$ cat src/rtl/multicycle_control_unit.sv
// Multicycle control unit: decodes the instruction opcode into datapath
// controls and sequences the two multicycle operations, a fixed-latency
// multiply and a handshaked data-memory access with a timeout abort.
// Sticky ILLEGAL/MEMERR flags report undefined opcodes and memory timeouts.
module multicycle_control_unit #(
    parameter int OPCODE_W    = 8,
    parameter int MULT_CYCLES = 4,
    parameter int MEM_TIMEOUT = 255
) (
    input  logic                CLK,
    input  logic                RESET,
    input  logic [OPCODE_W-1:0] OPCODE,
    input  logic                INSTR_VALID,
    input  logic                BUSYWAIT,
    output logic                WRITEENABLE,
    output logic                ALUSRC,
    output logic [2:0]          ALUOP,
    output logic                NEMUX,
    output logic [1:0]          BRANCH,
    output logic                MEMREAD,
    output logic                MEMWRITE,
    output logic                MEMTOREG,
    output logic                STALL,
    output logic                ILLEGAL,
    output logic                MEMERR
);

    // Opcode map
    localparam logic [OPCODE_W-1:0] OP_ADD   = OPCODE_W'(8'h00);
    localparam logic [OPCODE_W-1:0] OP_SUB   = OPCODE_W'(8'h01);
    localparam logic [OPCODE_W-1:0] OP_AND   = OPCODE_W'(8'h02);
    localparam logic [OPCODE_W-1:0] OP_OR    = OPCODE_W'(8'h03);
    localparam logic [OPCODE_W-1:0] OP_MOV   = OPCODE_W'(8'h04);
    localparam logic [OPCODE_W-1:0] OP_LOADI = OPCODE_W'(8'h05);
    localparam logic [OPCODE_W-1:0] OP_J     = OPCODE_W'(8'h06);
    localparam logic [OPCODE_W-1:0] OP_BEQ   = OPCODE_W'(8'h07);
    localparam logic [OPCODE_W-1:0] OP_BNE   = OPCODE_W'(8'h08);
    localparam logic [OPCODE_W-1:0] OP_MULT  = OPCODE_W'(8'h09);
    localparam logic [OPCODE_W-1:0] OP_SL    = OPCODE_W'(8'h0A);
    localparam logic [OPCODE_W-1:0] OP_SRA   = OPCODE_W'(8'h0C);
    localparam logic [OPCODE_W-1:0] OP_ROR   = OPCODE_W'(8'h0D);
    localparam logic [OPCODE_W-1:0] OP_LWD   = OPCODE_W'(8'h0E);
    localparam logic [OPCODE_W-1:0] OP_LWI   = OPCODE_W'(8'h0F);
    localparam logic [OPCODE_W-1:0] OP_SWD   = OPCODE_W'(8'h10);
    localparam logic [OPCODE_W-1:0] OP_SWI   = OPCODE_W'(8'h11);

    // The issue cycle is the first multiply cycle, so the MULT state counts
    // down from MULT_CYCLES-2 and finishes on zero.
    localparam bit             MULT_MULTI = (MULT_CYCLES > 1);
    localparam logic [3:0]     MULT_LOAD  = MULT_MULTI ? 4'(MULT_CYCLES - 2) : 4'd0;
    localparam logic [7:0]     MEM_LIMIT  = 8'(MEM_TIMEOUT);

    typedef enum logic [1:0] {
        ST_RUN  = 2'd0,
        ST_MULT = 2'd1,
        ST_MEM  = 2'd2
    } state_t;

    typedef struct packed {
        logic       legal;
        logic       we;
        logic       alusrc;
        logic [2:0] aluop;
        logic       nemux;
        logic [1:0] branch;
        logic       is_mult;
        logic       is_load;
        logic       is_store;
    } decode_t;

    // Static field decode of one opcode; sequencing is applied by the FSM.
    function automatic decode_t decode(input logic [OPCODE_W-1:0] op);
        decode_t d;
        d       = '0;
        d.legal = 1'b1;
        case (op)
            OP_ADD:   begin d.we = 1'b1; d.aluop = 3'b001; d.alusrc = 1'b1; end
            OP_SUB:   begin d.we = 1'b1; d.aluop = 3'b001; d.alusrc = 1'b1; d.nemux = 1'b1; end
            OP_AND:   begin d.we = 1'b1; d.aluop = 3'b010; d.alusrc = 1'b1; end
            OP_OR:    begin d.we = 1'b1; d.aluop = 3'b011; d.alusrc = 1'b1; end
            OP_MOV:   begin d.we = 1'b1; d.aluop = 3'b000; d.alusrc = 1'b1; end
            OP_LOADI: begin d.we = 1'b1; d.aluop = 3'b000; d.alusrc = 1'b0; end
            OP_J:     begin d.branch = 2'b01; end
            OP_BEQ:   begin d.aluop = 3'b001; d.alusrc = 1'b1; d.nemux = 1'b1; d.branch = 2'b10; end
            OP_BNE:   begin d.aluop = 3'b001; d.alusrc = 1'b1; d.nemux = 1'b1; d.branch = 2'b11; end
            OP_MULT:  begin d.we = 1'b1; d.aluop = 3'b100; d.alusrc = 1'b1; d.is_mult = 1'b1; end
            OP_SL:    begin d.we = 1'b1; d.aluop = 3'b101; end
            OP_SRA:   begin d.we = 1'b1; d.aluop = 3'b110; end
            OP_ROR:   begin d.we = 1'b1; d.aluop = 3'b111; end
            OP_LWD:   begin d.alusrc = 1'b1; d.is_load  = 1'b1; end
            OP_LWI:   begin d.alusrc = 1'b0; d.is_load  = 1'b1; end
            OP_SWD:   begin d.alusrc = 1'b1; d.is_store = 1'b1; end
            OP_SWI:   begin d.alusrc = 1'b0; d.is_store = 1'b1; end
            default:  d.legal = 1'b0;
        endcase
        return d;
    endfunction

    state_t              state_q, state_d;
    logic [OPCODE_W-1:0] opcode_q, opcode_d;
    logic [3:0]          mult_cnt_q, mult_cnt_d;
    logic [7:0]          mem_cnt_q, mem_cnt_d;
    logic                illegal_q, illegal_d;
    logic                memerr_q, memerr_d;
    decode_t             dec;

    // State, counters, latched opcode and sticky flags; synchronous reset.
    always_ff @(posedge CLK) begin
        // NOTE: non-blocking assignments so every register samples the
        // pre-edge values of the others, independent of statement order.
        if (!RESET) begin
            state_q    <= ST_RUN;
            opcode_q   <= '0;
            mult_cnt_q <= '0;
            mem_cnt_q  <= '0;
            illegal_q  <= 1'b0;
            memerr_q   <= 1'b0;
        end else begin
            state_q    <= state_d;
            opcode_q   <= opcode_d;
            mult_cnt_q <= mult_cnt_d;
            mem_cnt_q  <= mem_cnt_d;
            illegal_q  <= illegal_d;
            memerr_q   <= memerr_d;
        end
    end

    // Next-state logic and control outputs; RUN decodes the live opcode,
    // MULT/MEM decode the opcode captured at issue.
    always_comb begin
        // NOTE: every signal written here gets a default first, so no path
        // leaves one unassigned and no latch is inferred.
        state_d     = state_q;
        opcode_d    = opcode_q;
        mult_cnt_d  = mult_cnt_q;
        mem_cnt_d   = mem_cnt_q;
        illegal_d   = illegal_q;
        memerr_d    = memerr_q;
        WRITEENABLE = 1'b0;
        ALUSRC      = 1'b0;
        ALUOP       = 3'b000;
        NEMUX       = 1'b0;
        BRANCH      = 2'b00;
        MEMREAD     = 1'b0;
        MEMWRITE    = 1'b0;
        MEMTOREG    = 1'b0;
        STALL       = 1'b0;
        ILLEGAL     = illegal_q;
        MEMERR      = memerr_q;

        dec = decode((state_q == ST_RUN) ? OPCODE : opcode_q);

        case (state_q)
            ST_RUN: begin
                if (INSTR_VALID) begin
                    opcode_d = OPCODE;
                    if (!dec.legal) begin
                        // Undefined opcode executes as a NOP and is flagged.
                        illegal_d = 1'b1;
                    end else begin
                        WRITEENABLE = dec.we;
                        ALUSRC      = dec.alusrc;
                        ALUOP       = dec.aluop;
                        NEMUX       = dec.nemux;
                        BRANCH      = dec.branch;
                        if (dec.is_mult && MULT_MULTI) begin
                            WRITEENABLE = 1'b0;
                            STALL       = 1'b1;
                            mult_cnt_d  = MULT_LOAD;
                            state_d     = ST_MULT;
                        end else if (dec.is_load || dec.is_store) begin
                            MEMREAD   = dec.is_load;
                            MEMWRITE  = dec.is_store;
                            STALL     = 1'b1;
                            mem_cnt_d = '0;
                            state_d   = ST_MEM;
                        end
                    end
                end
            end

            ST_MULT: begin
                ALUSRC = dec.alusrc;
                ALUOP  = dec.aluop;
                if (mult_cnt_q != 4'd0) begin
                    STALL      = 1'b1;
                    mult_cnt_d = mult_cnt_q - 4'd1;
                end else begin
                    WRITEENABLE = 1'b1;
                    state_d     = ST_RUN;
                end
            end

            ST_MEM: begin
                ALUSRC = dec.alusrc;
                ALUOP  = dec.aluop;
                if (BUSYWAIT) begin
                    // Keep the request up while memory is busy; once the
                    // wait has lasted MEM_LIMIT counts, give up at this edge.
                    MEMREAD  = dec.is_load;
                    MEMWRITE = dec.is_store;
                    STALL    = 1'b1;
                    if (mem_cnt_q == MEM_LIMIT) begin
                        memerr_d  = 1'b1;
                        mem_cnt_d = '0;
                        state_d   = ST_RUN;
                    end else begin
                        mem_cnt_d = mem_cnt_q + 8'd1;
                    end
                end else begin
                    // Completion: loads write back the memory data.
                    WRITEENABLE = dec.is_load;
                    MEMTOREG    = dec.is_load;
                    state_d     = ST_RUN;
                end
            end

            default: state_d = ST_RUN;
        endcase

        // Reset asserted: every output is quiet, so an aborted MULT/MEM
        // can never leak a write-enable.
        if (!RESET) begin
            WRITEENABLE = 1'b0;
            ALUSRC      = 1'b0;
            ALUOP       = 3'b000;
            NEMUX       = 1'b0;
            BRANCH      = 2'b00;
            MEMREAD     = 1'b0;
            MEMWRITE    = 1'b0;
            MEMTOREG    = 1'b0;
            STALL       = 1'b0;
            ILLEGAL     = 1'b0;
            MEMERR      = 1'b0;
        end
    end

endmodule

$ cat config.mk
export PLATFORM = sky130hd
export DESIGN_NAME = multicycle_control_unit
export DESIGN_NICKNAME = d
export VERILOG_FILES = /design/src/rtl/multicycle_control_unit.sv
export SDC_FILE = /design/constraint.sdc
export NUM_CORES = 1
export LEC_CHECK = 0
export BUFFER_PORTS_ARGS = -buffer_cell sky130_fd_sc_hd__buf_2
export CAP_MARGIN = 20
export CORE_MARGIN = 3
export CORE_UTILIZATION = 40
export DETAILED_ROUTE_END_ITERATION = 10
export PLACE_DENSITY = 0.56
export SLEW_MARGIN = 20
export SYNTH_ARGS = -nofsm -noshare
export SYNTH_HDL_FRONTEND = slang
export SYNTH_SLANG_ARGS = --single-unit
export TNS_END_PERCENT = 20
$ cat constraint.sdc
create_clock -name CLK -period 6.4 [get_ports CLK]
set_clock_uncertainty 0.15 [all_clocks]
set_input_delay 0.96 -clock CLK [delete_from_list [all_inputs] [get_ports CLK]]
set_output_delay 0.96 -clock CLK [all_outputs]
set_load 0.01 [all_outputs]
After elaboration in Yosys (flattened, before gate mapping):

Index checks and enable logic that the tools add are counted.

* add/subtract/negate cells: 2
* equal/unequal tests: 29
* mux-type cells: 79
* bitwise logic cells: 1
* reduce and logical (&&, ||, !) cells: 20

Operators by type and width (number)
* $eq 8x4->1 const B: 7
* $mux 8: 7
* $mux 1: 43
* $eq 8x3->1 const B: 4
* $mux 2: 11
* $pmux 3 s7: 1
* $reduce_or 10->1: 2
* $reduce_or 17->1: 1
* $eq 8x2->1 const B: 2
* $eq 8x5->1 const B: 2
* $mux 4: 4
* $pmux 8 s2: 1
* $ne 2x2->1 const B: 7
* $pmux 2 s3: 2
* $reduce_and 5->1: 2
* $mux 3: 3
* $add 8x1->8 const B: 1
* $eq 8x1->1 const B: 1
* $eq 8x8->1 const B: 1
* $logic_not 8->1: 1
* $pmux 4 s2: 1
* $pmux 1 s2: 3
* $pmux 1 s3: 2
* $pmux 3 s2: 1
* 17 further kinds: 21

* bits in registers: 24
* input port bits: 12
* output and inout port bits: 14
* logic and storage cells: 137

Logic depth before layout (Yosys ltp):

* word-level depth: 12
* depth in mapped cells: 12
* mapped depth without buffers: 8

Least setup slack after synthesis:

OpenSTA, ideal clock, no wires.

* path kind: in2out
* start point: input OPCODE[5]
* end point: output ALUOP[0]
* arrival time: 2.720 ns
* data required time: 5.290 ns
* setup slack: 2.570 ns
* cell stages on the path: 6
* buffers on the path: 0
* cell sequence: or4b_4 nand2_1 nand2_1 o21ai_0 a21oi_1 nor4_1

* longest elaborated chain between the ends: 8
* elaborated cells between the ends (all ways): 26
* classes of those cells: 16 x eq/ne; 7 x mux; 3 x reduce/logical

RTL lines
* start: declaration: line 12 `input logic [OPCODE_W-1:0] OPCODE,`
* $mux 8 *: line 151 `dec = decode((state_q == ST_RUN) ? OPCODE : opcode_q);`
* $eq 8x4->1 (tied with other cells): line 76 `case (op)`
* $reduce_or 4->1 (no line) or $reduce_or 17->1 (tied branches)
* $pmux 3 s7 or $mux 1 (tied branches): line 76
* $mux 3: line 157 `if (!dec.legal) begin`
* $mux 3: line 155 `if (INSTR_VALID) begin`
* $pmux 3 s2 *: line 153 `case (state_q)`
* $mux 3 *: line 223 `if (!RESET) begin`
* end: declaration: line 17 `output logic [2:0] ALUOP,`

Every way passes the cells marked *; elsewhere a longest branch is shown, timed or not.

Final worst setup path:

* start point: register state_q[1]
* end point: output ALUOP[2]

* longest elaborated chain between the ends: 9
* elaborated cells between the ends (all ways): 30
* classes of those cells: 18 x eq/ne; 7 x mux; 5 x reduce/logical

RTL lines
* start: declaration: line 99 `state_t state_q, state_d;`
* start signal: assignment: line 119 `state_q <= state_d;`
* $logic_not 2->1: line 151, 153
* $mux 8: line 151
* $eq 8x4->1 (tied with other cells): line 76
* $reduce_or 4->1 (no line) or $reduce_or 17->1 (tied branches)
* $pmux 3 s7 or $mux 1 (tied branches): line 76
* $mux 3: line 157
* $mux 3: line 155
* $pmux 3 s2 *: line 153
* $mux 3 *: line 223

Marks and branches as above.

==> load_flow_metrics.sql <==
INSERT INTO impl_metrics (metric_group, metric, value, unit) VALUES
('clocking', 'cts_setup_buffers', '0', ''),
('route', 'drc_errors', '0', ''),
('setup_path', 'critical_path.startpoint_type', 'flip-flop', ''),
('floorplan', 'die_area', '0.005536', 'mm^2'),
('timing', 'finalSetupViolCount', '0', ''),
('yosys', 'netlist_top_cells_count', 'sky130_fd_sc_hd__nand2_1 (41), sky130_fd_sc_hd__dfxtp_1 (24), sky130_fd_sc_hd__a21oi_1 (20), sky130_fd_sc_hd__nor2_1 (14), sky130_fd_sc_hd__o21ai_0 (14)', ''),
('clocking', 'cts.reportedPaths.clkPinSlew', '90', 'ps'),
('finish', 'antenna_cells_inserted', '0', ''),
('global_routing', 'track_usage', '18.38', '%'),
('yosys', 'avgSynthCellArea', '7.548', 'um^2'),
('clocking', 'clock_latency_reported_for_the_late_side_of_the_worst_skew_pair', '280', 'ps'),
('clocking', 'ctsHtreeMaxLevel', '1', ''),
('finish', 'finish.utilization', '46.54', '%'),
('timing', 'period_minus_slack', '4452', 'ps'),
('route', 'drt_pass1_iterations', '5', ''),
('yosys', 'synth_largest_area_cell', 'sky130_fd_sc_hd__dfxtp_1', ''),
('global_routing', 'grt_max_degree', '34', ''),
('global_routing', 'global_route_congestion_overflow_total', '0', ''),
('yosys', 'synth_cell_types', '54', ''),
('finish', 'layoutNonFillerInstCount', '317', ''),
('hold_path', 'holdCritPathClass', 'flip-flop to flip-flop', ''),
('run_status', 'outcome', 'complete, no violations', ''),
('floorplan', 'chipWidth', '74.41', 'um'),
('yosys', 'synth.yosys.warnings', '0', ''),
('hold_path', 'min_from', 'opcode_q[5]', ''),
('floorplan', 'core_area', '0.004444', 'mm^2'),
('clocking', 'holdBufCountCts', '0', ''),
('pwr', 'irDropWorstVdd', '0.09620', 'mV'),
('route', 'drtAntennaViolNets', '0', ''),
('yosys', 'synth_most_common_cell', 'sky130_fd_sc_hd__nand2_1', ''),
('route', 'average_vias_per_placed_instance', '5.681', ''),
('yosys', 'netlist_area', '0.001872', 'mm^2'),
('setup_path', 'critical_path_at', '3340', 'ps'),
('pwr', 'pwr_density_cell', '164.3', 'mW/mm^2'),
('setup_path', 'rrSetupSlack', '3340', 'ps'),
('timing', 'drv_slew', '0', ''),
('timing', 'worst_hold_slack', '305.6', 'ps'),
('flow_run', 'max-cap-violations', '0', ''),
('clocking', 'cts_made_buffers', '3', ''),
('timing', 'worst_slew_margin_rel', '48.68', '%'),
('timing', 'timing_worst_slew_pin_value', '767.0', 'ps'),
('yosys', 'async_flop_share', '0', '%'),
('place', 'buffer_ports.inserted', '25', ''),
('clocking', 'cts-root-to-sink-buffers', '2', ''),
('setup_path', 'worstRegToRegCells', '9', ''),
('setup_path', 'crit_type', 'flip-flop to output port', ''),
('place', 'place.detailed.instances', '313', ''),
('setup_path', 'regToRegEndpoint', 'mem_cnt_q[7]', ''),
('place', 'placement.cell_area', '0.001997', 'mm^2'),
('setup_path', 'crit_path_end_kind', 'output port', ''),
('finish', 'fill_cells', '462', ''),
('setup_path', 'critical_path_maximum_fanout', '33', ''),
('finish', 'syn2layout_area_growth', '10.49', '%'),
('finish', 'drive_above_1_share', '18.11', '%'),
('clocking', 'clock_tree_from_tritoncts', 'built', ''),
('finish', 'multiInputGateArea', '0.001281', 'mm^2'),
('yosys', 'syn_inst', '248', ''),
('global_routing', 'grt_pass1_vias', '1629', ''),
('finish', 'regArea', '480.5', 'um^2'),
('place', 'dp.final_hpwl', '3414', 'um'),
('yosys', 'share_of_the_yosys_chip_area_belonging_to_registers', '25.67', '%'),
('pwr', 'cellLeakagePower', '0.8429', 'nW'),
('timing', 'final-hold-violation-count', '0', ''),
('timing', 'final.period_utilization', '69.57', '%'),
('yosys', 'yosys_register_bits', '24', ''),
('yosys', 'yosys-top-cells-area', 'sky130_fd_sc_hd__dfxtp_1 (26%), sky130_fd_sc_hd__nand2_1 (8.2%), sky130_fd_sc_hd__a21oi_1 (5.3%), sky130_fd_sc_hd__ha_1 (4.7%), sky130_fd_sc_hd__o21ai_0 (3.7%)', ''),
('setup_path', 'rr_startpoint', 'state_q[1]', ''),
('timing', 'fin_tns_setup', '0', 'ps'),
('setup_path', 'timing.critical_path.required', '5290', 'ps'),
('floorplan', 'io_pins', '26', ''),
('yosys', 'synth_enable_flop_cells', '0', '');
critical path: stages, from the launching register on:
cell and delay, ps:
sky130_fd_sc_hd__dfxtp_1 340, sky130_fd_sc_hd__inv_1 110, sky130_fd_sc_hd__ha_1 150, sky130_fd_sc_hd__buf_4 310
sky130_fd_sc_hd__mux2_2 470, sky130_fd_sc_hd__nor4_1 370, sky130_fd_sc_hd__a2111oi_0 110, sky130_fd_sc_hd__o21ai_0 460
sky130_fd_sc_hd__a21oi_1 220, sky130_fd_sc_hd__nor4_1 320, sky130_fd_sc_hd__buf_2 180
where the power goes:
| part | total [W] | internal [W] | switching [W] |
|---|---|---|---|
| logic | 0.0000467 | 0.0000169 | 0.0000298 |
| clock network | 0.000137 | 0.0000838 | 0.0000534 |
| registers | 0.000156 | 0.000153 | 0.00000329 |
| total | 0.000340 | 0.000253 | 0.0000865 |
layout make-up:
type                    count  area share (%)
inverters                  10           1.815
clock buffers               3           1.996
flip-flops and latches     24           23.23
clock inverters             1           1.452
well taps                  52           3.146
multi-input cells         201           61.95
repair buffers             26           6.413
layout by cell type (no fill, tap or decap), types with 2 or more instances in the layout:
cell / count
sky130_fd_sc_hd__a211oi_1: 2
sky130_fd_sc_hd__a211oi_2: 2
sky130_fd_sc_hd__a21o_1: 2
sky130_fd_sc_hd__a21oi_1: 20
sky130_fd_sc_hd__a31oi_1: 5
sky130_fd_sc_hd__and2_1: 3
sky130_fd_sc_hd__and3_1: 3
sky130_fd_sc_hd__buf_2: 25
sky130_fd_sc_hd__clkbuf_8: 3
sky130_fd_sc_hd__dfxtp_1: 24
sky130_fd_sc_hd__ha_1: 7
sky130_fd_sc_hd__inv_1: 9
sky130_fd_sc_hd__mux2_2: 4
sky130_fd_sc_hd__mux2i_1: 6
sky130_fd_sc_hd__nand2_1: 41
sky130_fd_sc_hd__nand3_1: 9
sky130_fd_sc_hd__nand3b_1: 7
sky130_fd_sc_hd__nor2_1: 14
sky130_fd_sc_hd__nor2b_1: 3
sky130_fd_sc_hd__nor3_1: 8
sky130_fd_sc_hd__nor4_1: 6
sky130_fd_sc_hd__o211ai_1: 4
sky130_fd_sc_hd__o21a_1: 3
sky130_fd_sc_hd__o21ai_0: 14
sky130_fd_sc_hd__o22ai_1: 3
sky130_fd_sc_hd__or3_1: 4
sky130_fd_sc_hd__or3b_2: 5
sky130_fd_sc_hd__xnor2_1: 3
logic make-up (layout without fill, tap and decap cells):
kind of cell	count (synthesis)	count (layout)	synth area share [%]
DFF	24	24	25.67
adders and majority gates	7	7	4.679
AOI/OAI and AO/OA	68	68	24.87
buffers and inverters	23	40	5.882
and+or+nand+nor	112	112	31.08
muxes	11	11	6.417
xor gates and xnor gates	3	3	1.404
through the flow:
stage                     setup slack (ps)  total power (W)
after floorplan                       2570        0.0001925
after global placement                2169        0.0002061
after detailed placement              2146        0.0002060
after CTS                             1967        0.0003434
after global routing                  1666        0.0003567
final                                 1948        0.0003399
worst max-delay path by stage:
stage | end | cells past startpoint | from | slack, ps
2_1_floorplan | ALUOP[0] | 6 | OPCODE[5] | 2570
3_3_place_gp | ALUOP[0] | 8 | OPCODE[5] | 2170
3_5_place_dp | ALUOP[2] | 8 | OPCODE[5] | 2150
4_1_cts | ALUOP[2] | 10 | state_q[1] | 1970
5_1_grt | ALUOP[1] | 10 | state_q[1] | 1670
6_report | ALUOP[2] | 10 | state_q[1] | 1950
flip-flops by register name (all words and copies together), names as in the netlist:
signal,count
mem_cnt_q,8
illegal_q,1
memerr_q,1
mult_cnt_q,4
state_q,2
opcode_q,8
routing by layer:
layer	track usage (%)	vias to the layer above	part of all wire (%)
met3	2.838	4	5.1
met2	25.37	45	39
met4	5.929	0	1.4
met5	0	-	0
li1	-	941	-
met1	28.64	811	54
Power figures use the tool's default switching activity.
